===== config.mk =====
export PLATFORM = sky130hd
export DESIGN_NAME = mod_ctrl
export DESIGN_NICKNAME = d
export VERILOG_FILES = /design/src/rtl/mod_ctrl.sv
export SDC_FILE = /design/constraint.sdc
export NUM_CORES = 1
export LEC_CHECK = 0
export ABC_AREA = 1
export ABC_CLOCK_PERIOD_IN_PS = 2200
export BUFFER_PORTS_ARGS = -buffer_cell sky130_fd_sc_hd__buf_2
export CORE_ASPECT_RATIO = 0.75
export CORE_MARGIN = 3
export CORE_UTILIZATION = 40
export CTS_BUF_LIST = sky130_fd_sc_hd__clkbuf_8
export DETAILED_ROUTE_END_ITERATION = 16
export PLACE_DENSITY = 0.67
export SKIP_CTS_REPAIR_TIMING = 1
export SYNTH_ARGS = -nofsm -noshare
export SYNTH_HDL_FRONTEND = slang
export SYNTH_SLANG_ARGS = --single-unit

===== constraint.sdc =====
create_clock -name clk -period 2.2 [get_ports clk]
set_input_delay 0.44 -clock clk [delete_from_list [all_inputs] [get_ports clk]]
set_output_delay 0.44 -clock clk [all_outputs]
set_load 0.01 [all_outputs]

===== src/rtl/mod_ctrl.sv =====
// -----------------------------------------------------------------------------
// mod_ctrl
// Controller for the AM/FM modulator datapath.
//   - Paces source samples into the modulator at one sample every (div+1)
//     cycles while running.
//   - Keeps shadow copies of the modulator configuration. A commit drains the
//     modulator pipeline, copies shadow -> active, then pulses the datapath
//     reset so the DDS accumulator restarts from a clean state.
//
// Parameters
//   LAT      modulator input-to-output latency; drain gives up after 2*LAT cycles
//   RST_CYC  number of cycles dp_rst is held after a configuration is applied (>=1)
//
// Ports
//   clk, rst       rising-edge clock, synchronous active-high reset
//   enable         1 = issue samples, 0 = drain then idle
//   cfg_we/addr/wdata  shadow register write (0 frec_por, 1 im_am, 2 im_fm,
//                      3 {mode[16], div[15:0]})
//   cfg_commit     apply shadow registers to the datapath
//   cfg_busy       commit in progress; writes and commits are ignored
//   s_data/s_valid/s_ready  sample source handshake
//   dp_*           modulator sample, valid, active config and reset
//   dp_val_out     modulator output valid (retires one in-flight sample)
//   underrun_cnt   saturating count of ticks with no sample available
//   drain_err      sticky: a drain timed out with samples still in flight
//   o_dbg_state    current FSM state (IDLE=0 RUN=1 DRAIN=2 APPLY=3 FLUSH=4)
//
// Handshake: a sample transfers on a cycle where s_valid and s_ready are both
// high. s_ready is a pure function of registered state (the pacing tick), so
// the source may sample it without a combinational path back from s_valid.
// -----------------------------------------------------------------------------
module mod_ctrl #(
    parameter int LAT     = 7,
    parameter int RST_CYC = 2
) (
    input  logic        clk,
    input  logic        rst,
    input  logic        enable,
    input  logic        cfg_we,
    input  logic [1:0]  cfg_addr,
    input  logic [23:0] cfg_wdata,
    input  logic        cfg_commit,
    output logic        cfg_busy,
    input  logic [15:0] s_data,
    input  logic        s_valid,
    output logic        s_ready,
    output logic [15:0] dp_data,
    output logic        dp_val_in,
    output logic        dp_c_fm_am,
    output logic [23:0] dp_frec_por,
    output logic [15:0] dp_im_am,
    output logic [15:0] dp_im_fm,
    output logic        dp_rst,
    input  logic        dp_val_out,
    output logic [15:0] underrun_cnt,
    output logic        drain_err,
    output logic [2:0]  o_dbg_state
);

    localparam int DRAIN_MAX = 2 * LAT;
    localparam int DW        = $clog2(DRAIN_MAX + 1);
    localparam int FW        = (RST_CYC > 1) ? $clog2(RST_CYC) : 1;

    typedef enum logic [2:0] {
        S_IDLE  = 3'd0,
        S_RUN   = 3'd1,
        S_DRAIN = 3'd2,
        S_APPLY = 3'd3,
        S_FLUSH = 3'd4
    } state_t;

    state_t         r_state;
    state_t         w_next;

    logic           r_busy;
    logic           r_pend;

    logic [23:0]    r_sh_frec;
    logic [15:0]    r_sh_am;
    logic [15:0]    r_sh_fm;
    logic           r_sh_mode;
    logic [15:0]    r_sh_div;

    logic [23:0]    r_act_frec;
    logic [15:0]    r_act_am;
    logic [15:0]    r_act_fm;
    logic           r_act_mode;
    logic [15:0]    r_act_div;

    logic [15:0]    r_tcnt;
    logic [15:0]    r_dp_data;
    logic           r_dp_val;
    logic [3:0]     r_infl;
    logic [DW-1:0]  r_dcnt;
    logic [FW-1:0]  r_fcnt;
    logic [15:0]    r_under;
    logic           r_derr;

    logic           w_commit;
    logic           w_we;
    logic           w_tick;
    logic           w_leave;
    logic           w_accept;
    logic           w_miss;
    logic           w_drain_to;
    logic           w_drain_done;
    logic           w_flush_last;
    logic           w_pend_any;

    // Commits and writes are only honoured while no commit is in progress.
    assign w_commit     = cfg_commit & ~r_busy;
    assign w_we         = cfg_we & ~r_busy;

    // Leaving RUN wins over a tick in the same cycle: the sample is not taken.
    assign w_leave      = (r_state == S_RUN) & (w_commit | ~enable);
    assign w_accept     = w_tick & s_valid & ~w_leave;
    assign w_miss       = w_tick & ~s_valid & ~w_leave;

    assign w_drain_to   = (r_state == S_DRAIN) && (r_dcnt == DW'(DRAIN_MAX - 1));
    assign w_drain_done = (r_infl == 4'd0) || w_drain_to;
    assign w_flush_last = (r_fcnt == FW'(RST_CYC - 1));

    // A commit seen in the very cycle the drain finishes still counts.
    assign w_pend_any   = r_pend | w_commit;

    // ---------------- FSM: state register ----------------
    always_ff @(posedge clk) begin
        if (rst) begin
            r_state <= S_IDLE;
        end else begin
            r_state <= w_next;
        end
    end

    // ---------------- FSM: next state ----------------
    always_comb begin
        w_next = r_state;
        case (r_state)
            S_IDLE: begin
                if (w_commit) begin
                    w_next = S_APPLY;
                end else if (enable) begin
                    w_next = S_RUN;
                end
            end
            S_RUN: begin
                if (w_leave) begin
                    w_next = S_DRAIN;
                end
            end
            S_DRAIN: begin
                if (w_drain_done) begin
                    w_next = w_pend_any ? S_APPLY : S_IDLE;
                end
            end
            S_APPLY: begin
                w_next = S_FLUSH;
            end
            S_FLUSH: begin
                if (w_flush_last) begin
                    w_next = enable ? S_RUN : S_IDLE;
                end
            end
            default: begin
                w_next = S_IDLE;
            end
        endcase
    end

    // ---------------- FSM: outputs ----------------
    always_comb begin
        w_tick  = (r_state == S_RUN) && (r_tcnt == r_act_div);
        s_ready = w_tick;
        dp_rst  = rst | (r_state == S_FLUSH);
    end

    // ---------------- commit tracking ----------------
    always_ff @(posedge clk) begin
        if (rst) begin
            r_busy <= 1'b0;
            r_pend <= 1'b0;
        end else begin
            if (w_commit) begin
                r_busy <= 1'b1;
            end else if (w_next == S_IDLE || w_next == S_RUN) begin
                r_busy <= 1'b0;
            end

            if (r_state == S_APPLY) begin
                r_pend <= 1'b0;
            end else if (w_commit) begin
                r_pend <= 1'b1;
            end
        end
    end

    // ---------------- shadow and active configuration ----------------
    always_ff @(posedge clk) begin
        if (rst) begin
            r_sh_frec  <= '0;
            r_sh_am    <= '0;
            r_sh_fm    <= '0;
            r_sh_mode  <= 1'b0;
            r_sh_div   <= '0;
            r_act_frec <= '0;
            r_act_am   <= '0;
            r_act_fm   <= '0;
            r_act_mode <= 1'b0;
            r_act_div  <= '0;
        end else begin
            if (w_we) begin
                case (cfg_addr)
                    2'd0: r_sh_frec <= cfg_wdata;
                    2'd1: r_sh_am   <= cfg_wdata[15:0];
                    2'd2: r_sh_fm   <= cfg_wdata[15:0];
                    default: begin
                        r_sh_mode <= cfg_wdata[16];
                        r_sh_div  <= cfg_wdata[15:0];
                    end
                endcase
            end
            // The pipeline is empty here, so the modulator never sees a
            // configuration change under a sample.
            if (r_state == S_APPLY) begin
                r_act_frec <= r_sh_frec;
                r_act_am   <= r_sh_am;
                r_act_fm   <= r_sh_fm;
                r_act_mode <= r_sh_mode;
                r_act_div  <= r_sh_div;
            end
        end
    end

    // ---------------- sample pacing ----------------
    always_ff @(posedge clk) begin
        if (rst) begin
            r_tcnt    <= '0;
            r_dp_data <= '0;
            r_dp_val  <= 1'b0;
            r_under   <= '0;
        end else begin
            // Held at zero outside RUN so every entry to RUN restarts the period.
            if (r_state != S_RUN || w_tick) begin
                r_tcnt <= '0;
            end else begin
                r_tcnt <= r_tcnt + 16'd1;
            end

            r_dp_val <= w_accept;
            if (w_accept) begin
                r_dp_data <= s_data;
            end

            if (w_miss && r_under != 16'hFFFF) begin
                r_under <= r_under + 16'd1;
            end
        end
    end

    // ---------------- in-flight tracking and drain ----------------
    always_ff @(posedge clk) begin
        if (rst || r_state == S_FLUSH) begin
            r_infl <= '0;
        end else begin
            case ({r_dp_val, dp_val_out})
                2'b10: if (r_infl != 4'hF) r_infl <= r_infl + 4'd1;
                2'b01: if (r_infl != 4'h0) r_infl <= r_infl - 4'd1;
                default: r_infl <= r_infl;
            endcase
        end
    end

    always_ff @(posedge clk) begin
        if (rst) begin
            r_dcnt <= '0;
            r_fcnt <= '0;
            r_derr <= 1'b0;
        end else begin
            r_dcnt <= (r_state == S_DRAIN) ? r_dcnt + DW'(1) : '0;
            r_fcnt <= (r_state == S_FLUSH) ? r_fcnt + FW'(1) : '0;
            // Only a timeout with samples still outstanding is an error.
            if (w_drain_to && r_infl != 4'd0) begin
                r_derr <= 1'b1;
            end
        end
    end

    assign cfg_busy     = r_busy;
    assign dp_data      = r_dp_data;
    assign dp_val_in    = r_dp_val;
    assign dp_c_fm_am   = r_act_mode;
    assign dp_frec_por  = r_act_frec;
    assign dp_im_am     = r_act_am;
    assign dp_im_fm     = r_act_fm;
    assign underrun_cnt = r_under;
    assign drain_err    = r_derr;
    assign o_dbg_state  = r_state;

endmodule


# Yosys cells after proc, flatten, opt, wreduce, memory -nomap -nowiden
# Cells that the tools add are included.
[word_totals]
regBits = 210
inputBits = 49
out_inout_bits = 97
word_cells = 98
[classes]
addsub = 6
n_eq_ne = 16
muxes = 13
n_bitwise = 17
reduce_logical = 25
[op_table]
columns = ["cell", "count"]
rows = [
  ["adder 16 x 1 -> 16 bit (second input constant)", 2],
  ["== test 16 bit", 1],
  ["inequality test 16 bit (second input constant)", 1],
  ["two-way mux 3 bit", 5],
  ["one-hot mux 3 bit (5 select lines)", 1],
  ["adder 4 x 1 -> 4 bit (second input constant)", 2],
  ["two-way mux 4 bit", 2],
  ["one-hot mux 4 bit (2 select lines)", 1],
  ["AND reduction 2 bit", 4],
  ["OR reduction 2 bit", 4],
  ["bitwise AND 1 bit", 7],
  ["inverter 1 bit", 7],
  ["== test 3 x 1 -> 1 bit (second input constant)", 2],
  ["== test 3 x 2 -> 1 bit (second input constant)", 2],
  ["logical NOT 3 bit", 2],
  ["== test 2 x 1 -> 1 bit (second input constant)", 2],
  ["== test 2 bit (second input constant)", 2],
  ["== test 4 bit (second input constant)", 1],
  ["logical AND 1 bit", 4],
  ["logical NOT 4 bit", 1],
  ["logical OR 1 bit", 4],
  ["inequality test 2 bit (second input constant)", 2],
  ["inequality test 4 bit (second input constant)", 1],
  ["nonzero test 2 bit", 2],
  ["11 further kinds", 15],
]

# Depth between registers and ports, before layout
# Gate-level depths: netlist of the first run.
[depth]
word_depth = 10
mapped_depth = 13
ltp_nobuf = 13

# Least setup slack after synthesis of the first run
# OpenSTA, ideal clock, no wires.
[synth_path]
path_kind = "in2reg"
from = "input dp_val_out"
to = "register r_infl[3]"
setup_time_ns = 0.119
arrival_ns = 1.529
required_time_ns = 2.081
path_slack_ns = 0.551
cell_stages = 9
path_buffers = 0
path_cell_list = "inv_1 > nor2_1 > ha_1 > a21oi_1 > nand2_1 > nand2_1 > nand3_1 > o21ai_0 > a21oi_1"
[synth_between]
elab_chain_len = 3
elab_cells_between_ends = 7
classes_between = "eq/ne (4); mux (1); reduce/logical (2)"
[synth_rtl]
columns = ["element", "line_no", "source"]
rows = [
  ["from (decl)", "54", "input logic dp_val_out,"],
  ["== test 2 x 1 -> 1 bit / == test 2 bit (equally long branches)", "265", "case ({r_dp_val, dp_val_out})"],
  ["inequality test 2 bit (no line) / nonzero test 2 bit (equally long branches)", "n/a", ""],
  ["AND reduction 3 bit (no line)", "n/a", ""],
  ["to (signal assigned)", "266", "2'b10: if (r_infl != 4'hF) r_infl <= r_infl + 4'd1;"],
  ["to (signal assigned)", "267", "2'b01: if (r_infl != 4'h0) r_infl <= r_infl - 4'd1;"],
  ["to (signal assigned)", "268", "default: r_infl <= r_infl;"],
  ["to (decl)", "93", "logic [3:0] r_infl;"],
]
# Parallel ways exist; a longest one is shown, timed or not.
# A chain may end at the register's enable or synchronous reset.

# Final worst setup path of the first run
[layout_path]
from = "register r_tcnt[11]"
to = "output s_ready"
[layout_between]
elab_chain_len = 2
[layout_rtl]
columns = ["element", "line_no", "source"]
rows = [
  ["from (decl)", "90", "logic [15:0] r_tcnt;"],
  ["from (signal assigned)", "246", "r_tcnt <= r_tcnt + 16'd1;"],
  ["== test 16 bit", "172", "w_tick = (r_state == S_RUN) && (r_tcnt == r_act_div);"],
  ["logical AND 1 bit", "172", ""],
  ["to (decl)", "46", "output logic s_ready,"],
]
# Every way passes these cells.

==> results of run 1 <==
-- power by group through the flow --
stage | registers, µW | clock network, µW | logic [µW]
2_1_floorplan | 4450 | 0 | 922
3_3_place_gp | 4390 | 0 | 1530
3_5_place_dp | 4390 | 0 | 1550
4_1_cts | 4320 | 3380 | 1550
5_1_grt | 4350 | 3570 | 1850
6_report | 4310 | 3290 | 1670
-- per-layer routing --
metal	vias up	wire length, µm
li1	3864	-
met1	3400	10200
met5	-	7
met3	44	1300
met4	2	516
met2	192	9540
-- Yosys cell counts, types with 3 or more instances --
cell type,number,area [µm²]
a21oi_1,55,275
a31oi_1,3,18.8
clkbuf_1,45,169
dfxtp_1,210,4200
ha_1,6,75.1
inv_1,93,349
inv_2,6,22.5
nand2_1,113,424
nand3_1,32,160
nand4_1,7,43.8
nor2_1,322,1210
nor2_4,5,56.3
nor3_1,15,75.1
nor3_2,4,40.0
o21ai_0,170,851
xnor2_1,3,26.3
xor2_1,4,35.0
-- path summary, 6_finish.rpt --
path                             startpoint                           end  cells after the start
hold reg to reg     dp_data[0]$_SDFFE_PP0P_       dp_data[0]$_SDFFE_PP0P_                      2
setup / recovery      r_tcnt[11]$_SDFF_PP0_                       s_ready                      9
hold / removal                cfg_wdata[19]    r_sh_frec[19]$_SDFFE_PP0P_                      3
setup reg to reg  o_dbg_state[0]$_SDFF_PP0_  underrun_cnt[4]$_SDFFE_PP0P_                     11
-- critical path, stage by stage, from the launching register on --
cell	delay, ns
dfxtp_4	0.37
inv_2	0.04
nand2_1	0.05
nand2_1	0.05
nor2_1	0.13
nand2_1	0.12
nor2_4	0.21
nand2_4	0.08
nor2_2	0.09
buf_2	0.14
-- final cells by class --
| type | instances | share of cell area, % |
|---|---|---|
| clock inverter | 17 | 0.790 |
| multi-input combinational | 752 | 34.7 |
| antenna | 2 | 0.0501 |
| tap | 253 | 3.17 |
| timing repair buffer | 167 | 9.17 |
| clock buffer | 43 | 5.93 |
| inverter | 100 | 3.78 |
| sequential | 210 | 42.4 |
-- cells by family (layout without fill, tap and decap cells) --
kind of cell / count (synthesis) / count (layout) / share of synthesized area (%)
AO/OA/AOI/OAI: 231 / 231 / 14.2
XOR/XNOR: 7 / 7 / 0.748
adder cells (fa/ha/maj): 7 / 7 / 1.16
buffers and inverters: 150 / 327 / 7.02
flip-flops: 210 / 210 / 51.3
other: 0 / 2 / 0
AND/OR/NAND/NOR: 507 / 507 / 25.6
-- through the flow --
step	cells	cell area (µm²)
global route	1543	9980
detailed placement	1475	9190
CTS	1535	9860
global placement	1475	9190
floorplan	1112	8200
finish	1544	9980
==> reports/qor.txt, run 1 <==
Die area = 22,300 µm²
Clock power frac = 35.5%
Crit. End Element = output pin
Critical Path Source Type = register
Peak VDD IR = 0.423 mV
Final Slew Violations = 0
Clock slew at reported path FFs = 0.06 ns
#FFs+latches synth = 210
Ys flop type = dfxtp_1
Final worst slack = -0.00456 ns
Sw frac = 29.8%
Sequential fraction of the synthesis area = 51.3%
Pre-antenna DRT Iters = 6
Crit Path Max Fanout = 4
Post-synth EDFFs = 0
Slew HR = 53.6%
Layout Utilization = 50.7%
Gr ovfl total = 0
Root buffer cell = clkbuf_8
Starting DRT DRC Count = 608
Total GRT Usage = 18.7%
Logic pwr share = 18.0%
Total design power = 9260 µW
Place WS = 0.328 ns
Final setup vio count = 1
Hold WS = 0.143 ns
Clk_lat worst skew = 0.52 ns
YS warnings = 0
Area grow syn2layout = 21.8%
Critical path required time = 1.76 ns
Mapped Area = 8200 µm²
P_sw = 2760 µW
Syn_nets = 1,168
GR Util met2 = 28.8%
Setup_tns = -0.00456 ns
Grt met1 use = 25.4%
CTS max path bufs = 3
Io pins = 146
Antenna violations before repair = 2
GPL Wtd Cong = 0.856
Vias in the first global route = 6,709
# rows = 44
Routed WL = 21.5 mm
Fin crit share = 100%
CTS H-tree depth = 2
Measured slew at the worst slew-check pin = 0.696 ns
Register area = 4230 µm²
Core ar. = 19,700 µm²
First-pass GRT wire length = 33.9 mm
Status = finished, violations left
# DRC = 0
Clock Skew = 0.0183 ns
Met3 Use GR = 4.97%
Drt via density = 4.86
Synth Area per Inst = 7.37 µm²
Syn Inst Count = 1,112
Die span in y = 130 µm
Area of the multi-input gates = 3460 µm²
Fin. Hold Viols = 0
Detail Placement HPWL = 14.5 mm
# fillers = 1,966
Layout cells sized above 1 = 20.6%
Gr busiest metal = met2
RSZ-0062 raised after global routing = true
Reg2Reg Setup Slack = 0.33 ns
Min Tclk post-route = 2.20 ns
Ys async rst share = 0%
ANT nets after route = 0
Register share of total power = 46.5%
WS Path Type = register to output pin
Commonest non-fill, non-tap cells in the layout = 317 x nor2_1, 196 x dfxtp_1, 170 x o21ai_0
CP arrival = 1.76 ns
CTS Sinks = 210
Routed wire per std cell = 14.0 µm
Max_cap viols = 0
Internal power = 6510 µW
Count of cell types in the netlist = 32
Vias = 7,502
Nets = 1,322
Leak = 0.00469 µW
Buffers on Ports = 145
HP Class = input pin to register
Largest net degree at the start of global routing = 66
Failing checks = setup timing
Initial Utilization = 41.6%
CTS tree = yes
Most common cell after layout, fill and taps aside = nor2_1
Fmax = 454 MHz
PwrDens = 928 nW/µm²
Die width = 171 µm
TritonCTS buffer count = 35
(Power assumes the default switching activity.)
==> run 2: changes to the inputs <==
ABC_CLOCK_PERIOD_IN_PS = 2100   (was 2200)
clock period = 2.1 ns   (was 2.2 ns; I/O delays follow)
==> run 2 against run 1 <==
Compared with the run above:
- the run still ends with setup timing left
- highest routed layer is now met4
- register-to-register slack got worse by 0.08 ns
- via count down 0.40%
- clock power grew 3%
- sequential cell count stayed put
- clock skew grew 0.0024 ns
==> reports/qor.txt, run 2 (synthesis gave the netlist of run 1 again) <==
Measured slew at the worst slew-check pin = 0.632 ns (-0.0640 ns)
RSZ-0062 raised after global routing = true
Critical path required time = 1.68 ns (-0.08 ns)
CP arrival = 1.69 ns (-0.07 ns)
Layout Utilization = 50.4% (-0.22 points)
CTS tree = yes
WS Path Type = register to output pin
Failing checks = setup timing
Setup_tns = -0.0139 ns (-0.00938 ns)
Vias in the first global route = 6,763 (+0.80%)
Starting DRT DRC Count = 665 (+9.4%)
Clk_lat worst skew = 0.53 ns (about the same)
Core ar. = 19,700 µm² (unchanged)
Final worst slack = -0.0139 ns (-0.00938 ns)
Leak = 0.00466 µW (-0.79%)
Crit Path Max Fanout = 4 (unchanged)
HP Class = input pin to register
First-pass GRT wire length = 34.1 mm (+0.61%)
Fmax = 473 MHz
Min Tclk post-route = 2.11 ns
TritonCTS buffer count = 35 (unchanged)
Vias = 7,472 (-0.40%)
Die width = 171 µm (unchanged)
Slew HR = 57.9% (+4.3 points)
Clock Skew = 0.0207 ns (+0.00237 ns)
CTS max path bufs = 3 (unchanged)
Fin cells = 1,538 (-0.39%)
GR Util met2 = 28.6% (-0.16 points)
# fillers = 1,972 (+0.31%)
Largest net degree at the start of global routing = 61 (-7.6%)
Peak VDD IR = 0.533 mV (+26%)
Routed wire per std cell = 14.0 µm (about the same)
Crit. End Element = output pin
Buffers on Ports = 145 (unchanged)
Nets = 1,318 (-0.30%)
Grt met1 use = 26.4% (+1.0 points)
Total GRT Usage = 18.8% (+0.065 points)
CTS H-tree depth = 2 (unchanged)
Initial Utilization = 41.6% (unchanged)
Most common cell after layout, fill and taps aside = nor2_1
Max_cap viols = 0 (unchanged)
Commonest non-fill, non-tap cells in the layout = 316 x nor2_1, 193 x dfxtp_1, 170 x o21ai_0
Final setup vio count = 1 (unchanged)
Layout cells sized above 1 = 20.7% (+0.080 points)
Antenna violations before repair = 2 (unchanged)
Status = finished, violations left
PwrDens = 975 nW/µm² (+5.1%)
Die span in y = 130 µm (unchanged)
GPL Wtd Cong = 0.836 (-2.3%)
Io pins = 146 (unchanged)
Root buffer cell = clkbuf_8
Gr ovfl total = 0 (unchanged)
Gr busiest metal = met2
# DRC = 0 (unchanged)
Hold WS = 0.121 ns (-0.0218 ns)
Pre-antenna DRT Iters = 5 (-1)
Fin. Hold Viols = 0 (unchanged)
Routed WL = 21.5 mm (-0.33%)
Die area = 22,300 µm² (unchanged)
Placed cell count = 1,475 (unchanged)
ANT nets after route = 0 (unchanged)
Met3 Use GR = 5.03% (+0.061 points)
Final Slew Violations = 0 (unchanged)
Place WS = 0.219 ns (-0.108 ns)
# rows = 44 (unchanged)
Area grow syn2layout = 21.2%
Detail Placement HPWL = 14.4 mm (-0.90%)
Fin crit share = 101%
Clock slew at reported path FFs = 0.06 ns (about the same)
Drt via density = 4.86 (about the same)
CTS Sinks = 210 (unchanged)
Critical Path Source Type = register
[run 2: stage by stage]
stage | area (µm²) | total power (µW)
after CTS | 9840 | 9620
after detailed placement | 9190 | 6220
after floorplan | 8200 | 5630
after global placement | 9190 | 6200
final | 9940 | 9700
after global routing | 9940 | 10200
[run 2: cell type report]
cell class                 instances  area (µm²)  area share [%]
antenna                            1        2.50          0.0252
clock buffer                      40         551            5.54
clock inverter                    19        97.6           0.982
inverter                         100         378            3.80
multi-input combinational        752        3470            34.9
sequential                       210        4240            42.6
tap                              253         317            3.18
timing repair buffer             163         892            8.97
[run 2: worst paths after layout]
path,endpoint,cells past startpoint,slack (ns),startpoint
max,s_ready,9,-0.01,r_tcnt[6]$_SDFF_PP0_
min,r_sh_frec[23]$_SDFFE_PP0P_,3,0.12,cfg_wdata[23]
max reg2reg,underrun_cnt[15]$_SDFFE_PP0P_,10,0.25,o_dbg_state[0]$_SDFF_PP0_
min reg2reg,r_tcnt[0]$_SDFF_PP0_,1,0.43,r_tcnt[0]$_SDFF_PP0_
[run 2: layer usage]
layer | wire length [µm] | share of wire (%)
met1 | 10000 | 47
met3 | 1450 | 6.7
met2 | 9620 | 45
met4 | 366 | 1.7
met5 | 0 | 0
[run 2: report_power, final]
group	internal, µW	total, µW	switching [µW]
sequential	4330	4520	191
clock	1760	3400	1640
combinational	647	1780	1130
total	6730	9700	2960
[run 2: worst max-delay path, stage by stage (launching register included)]
cell     delay (ns)
dfxtp_2        0.36
inv_2          0.07
nand2_1        0.06
nand2_1        0.06
nor2_1         0.12
nand2_1        0.10
nor2_4         0.13
nand2_4        0.08
nor2_4         0.08
buf_6          0.10
==> run 3: changes to the inputs <==
ABC_AREA = unset   (was 1)
HOLD_SLACK_MARGIN = 0.02   (was unset)
==> run 3 against run 2 <==
Compared with the run above:
- the flow still finishes with violations (setup timing)
- clock skew grew 0.012 ns
- count of clock-buffer cells in the layout decreased by 3
- first-iteration DRC count decreased by 23%
- area after synthesis is 0.76% lower
- routed wire length shrank 2.0%
- cell count down 5.3%
- sequential power down 8.0%
- core utilization rose by 0.92 points
==> reports/qor.txt, run 3 <==
Simple-gate share of the synthesized area = 25.2% (-0.43 points)
Mux cell area share after synthesis = 2.23% (+2.2 points)
CTS Sinks = 210 (unchanged)
GPL Wtd Cong = 0.811 (-3.0%)
Core ar. = 19,700 µm² (-0.28%)
Die span in y = 130 µm (-0.37%)
Area grow syn2layout = 24.1%
Min Tclk post-route = 2.37 ns (+0.260 ns)
Clk_lat worst skew = 0.51 ns (-0.02 ns)
Largest cells by area after synthesis = dfxtp_1 52%, nand2_1 16%, a21oi_1 10%
Largest net degree at the start of global routing = 89 (+46%)
Largest family of logic cells by synthesized area = simple AND/OR/NAND/NOR gates
PwrDens = 819 nW/µm² (-16%)
FF-to-FF End = dp_data[8]$_SDFFE_PP0P_
Clock slew at reported path FFs = 0.06 ns (about the same)
Synth Area in XOR/XNOR = 3.77% (+3.0 points)
Status = finished, violations left
Critical path required time = 1.68 ns (about the same)
Fin crit share = 113% (+12 points)
Routed wire per std cell = 14.5 µm (+3.5%)
Io pins = 146 (unchanged)
Pre-antenna DRT Iters = 5 (unchanged)
Area share of the largest cell type after synthesis = 51.7% (+0.39 points)
Measured slew at the worst slew-check pin = 0.636 ns (+0.00446 ns)
Buffers on Ports = 145 (unchanged)
Final setup vio count = 27 (+26)
Vias = 7,321 (-2.0%)
First-pass GRT wire length = 33.5 mm (-1.6%)
Count of cell types in the netlist = 51 (+59%)
WS Path Type = register to output pin
Worst setup startpoint = r_act_div[12]$_SDFFE_PP0N_
Adder-cell share of the synthesized area = 1.17% (+0.0089 points)
Mapped Area = 8140 µm² (-0.76%)
Failing checks = setup timing
# rows = 44 (unchanged)
Routed WL = 21.0 mm (-2.0%)
Fin cells = 1,456 (-5.3%)
Leak = 0.00399 µW (-14%)
Slew HR = 57.5% (-0.40 points)
CTS H-tree depth = 2 (unchanged)
Commonest non-fill, non-tap cells in the layout = 344 x nand2_1, 207 x dfxtp_1, 160 x a21oi_1
CP arrival = 1.95 ns (+0.26 ns)
Final worst slack = -0.274 ns (-0.260 ns)
ANT nets after route = 0 (unchanged)
Drt via density = 5.03 (+3.5%)
Synth top cells by count = 344 x nand2_1, 210 x dfxtp_1, 166 x a21oi_1
Die width = 171 µm (-0.37%)
Max incr delay on CP = 0.32 ns (-0.04 ns)
Most common cell after layout, fill and taps aside = nand2_1
CTS tree = yes
Vias in the first global route = 6,593 (-2.5%)
Starting DRT DRC Count = 509 (-23%)
Synth Area per Inst = 8.07 µm² (+9.5%)
Sequential fraction of the synthesis area = 51.7% (+0.39 points)
# fillers = 1,925 (-2.4%)
Crit. End Element = output pin
Synth Area in Compound Gates = 12.5% (-1.8 points)
Die area = 22,100 µm² (-0.73%)
RSZ-0062 raised after global routing = true
Post-synth EDFFs = 0 (unchanged)
Syn_nets = 1,064 (-8.9%)
Detail Placement HPWL = 14.0 mm (-2.5%)
R2r startpoint = r_act_div[12]$_SDFFE_PP0N_
Peak VDD IR = 0.454 mV (-15%)
Crit-path cells = xor2_1 -> nor4_2 -> buf_4 -> nand4_1 -> buf_6 -> nor2_1 -> buf_2
#FFs+latches synth = 210 (unchanged)
Initial Utilization = 41.4% (-0.20 points)
Placed cell count = 1,395 (-5.4%)
Ys flop type = dfxtp_1
Ys async rst share = 0% (unchanged)
Layout Utilization = 51.4% (+0.92 points)
# DRC = 0 (unchanged)
Fin. Hold Viols = 0 (unchanged)
TritonCTS buffer count = 34 (-2.9%)
Layout cells sized above 1 = 22.9% (+2.2 points)
Max_cap viols = 0 (unchanged)
Root buffer cell = clkbuf_8
R2R cell count = 9 (-1)
Gr ovfl total = 0 (unchanged)
Count leader, synth = nand2_1
Final Slew Violations = 0 (unchanged)
CTS max path bufs = 3 (unchanged)
Critical path destination = s_ready
Cell taking the most area after synthesis = dfxtp_1
Clock Skew = 0.0328 ns (+0.0122 ns)
Reg2Reg Setup Slack = -0.12 ns (-0.37 ns)
Fmax = 421 MHz (-11%)
Critical Path Source Type = register
Antenna violations before repair = 3 (+1)
Syn Inst Count = 1,008 (-9.4%)
Nets = 1,242 (-5.8%)
Total GRT Usage = 18.4% (-0.37 points)
CP max stage cell = dfxtp_2
Hold WS = 0.155 ns (+0.0333 ns)
Place WS = -0.289 ns (-0.509 ns)
Crit Path Max Fanout = 3 (-1)
HP Class = input pin to register
YS warnings = 0 (unchanged)
run 3: per-stage QoR:
| stage | instance area [µm²] | total power, µW | TNS [ns] |
|---|---|---|---|
| 3_5_place_dp | 9370 | 5070 | -0.939 |
| 4_1_cts | 9970 | 8340 | -0.921 |
| 3_3_place_gp | 9370 | 5050 | -0.669 |
| 5_1_grt | 10100 | 8650 | -7.46 |
| 6_report | 10100 | 8270 | -2.34 |
| 2_1_floorplan | 8150 | 4770 | -0.387 |
run 3: power breakdown:
part / internal (µW) / total (µW) / switching, µW
Combinational: 325 / 851 / 526
Clock: 1720 / 3260 / 1530
Sequential: 4090 / 4160 / 70.9
run 3: worst min-delay path by stage:
stage                 startpoint                          to  slack [ns]  cells after the start
6_report           cfg_wdata[21]  r_sh_frec[21]$_SDFFE_PP0P_        0.15                      3
3_3_place_gp   r_fcnt$_SDFF_PP0_           r_fcnt$_SDFF_PP0_        0.41                      1
3_5_place_dp   r_fcnt$_SDFF_PP0_           r_fcnt$_SDFF_PP0_        0.42                      1
4_1_cts                s_data[7]     dp_data[7]$_SDFFE_PP0P_        0.13                      3
5_1_grt            cfg_wdata[23]  r_sh_frec[23]$_SDFFE_PP0P_        0.14                      3
2_1_floorplan  r_fcnt$_SDFF_PP0_           r_fcnt$_SDFF_PP0_        0.40                      1
run 3: layer usage:
layer	track usage (%)	wire length, µm	vias to the layer above
met4	5.10	371	6
li1	-	-	3714
met5	0	34	-
met3	5.06	1320	37
met1	26.3	10300	3396
met2	27.2	9050	168
run 3: layout make-up:
cell class	count	area, µm²	share of cell area, %
repair buffers	201	1210	12.0
multi-input cells	728	3720	36.8
inverters	11	41.3	0.409
diodes	1	2.50	0.0248
clock buffers	37	509	5.04
clock inverters	15	88.8	0.880
flip-flops and latches	210	4210	41.7
well taps	253	317	3.14
run 3: logic make-up after synthesis:
logic type / Yosys count
buffers and inverters: 70
AO/OA/AOI/OAI: 192
XOR/XNOR: 35
AND/OR/NAND/NOR: 476
multiplexers: 18
adder cells (fa/ha/maj): 7
flip-flops: 210
run 3: critical path, delay by kind of cell (launching register included):
| family | cells | cell delay [ns] |
|---|---|---|
| AND/OR/NAND/NOR | 3 | 0.49 |
| XOR/XNOR | 1 | 0.16 |
| buffers and inverters | 3 | 0.47 |
| flip-flops | 1 | 0.32 |
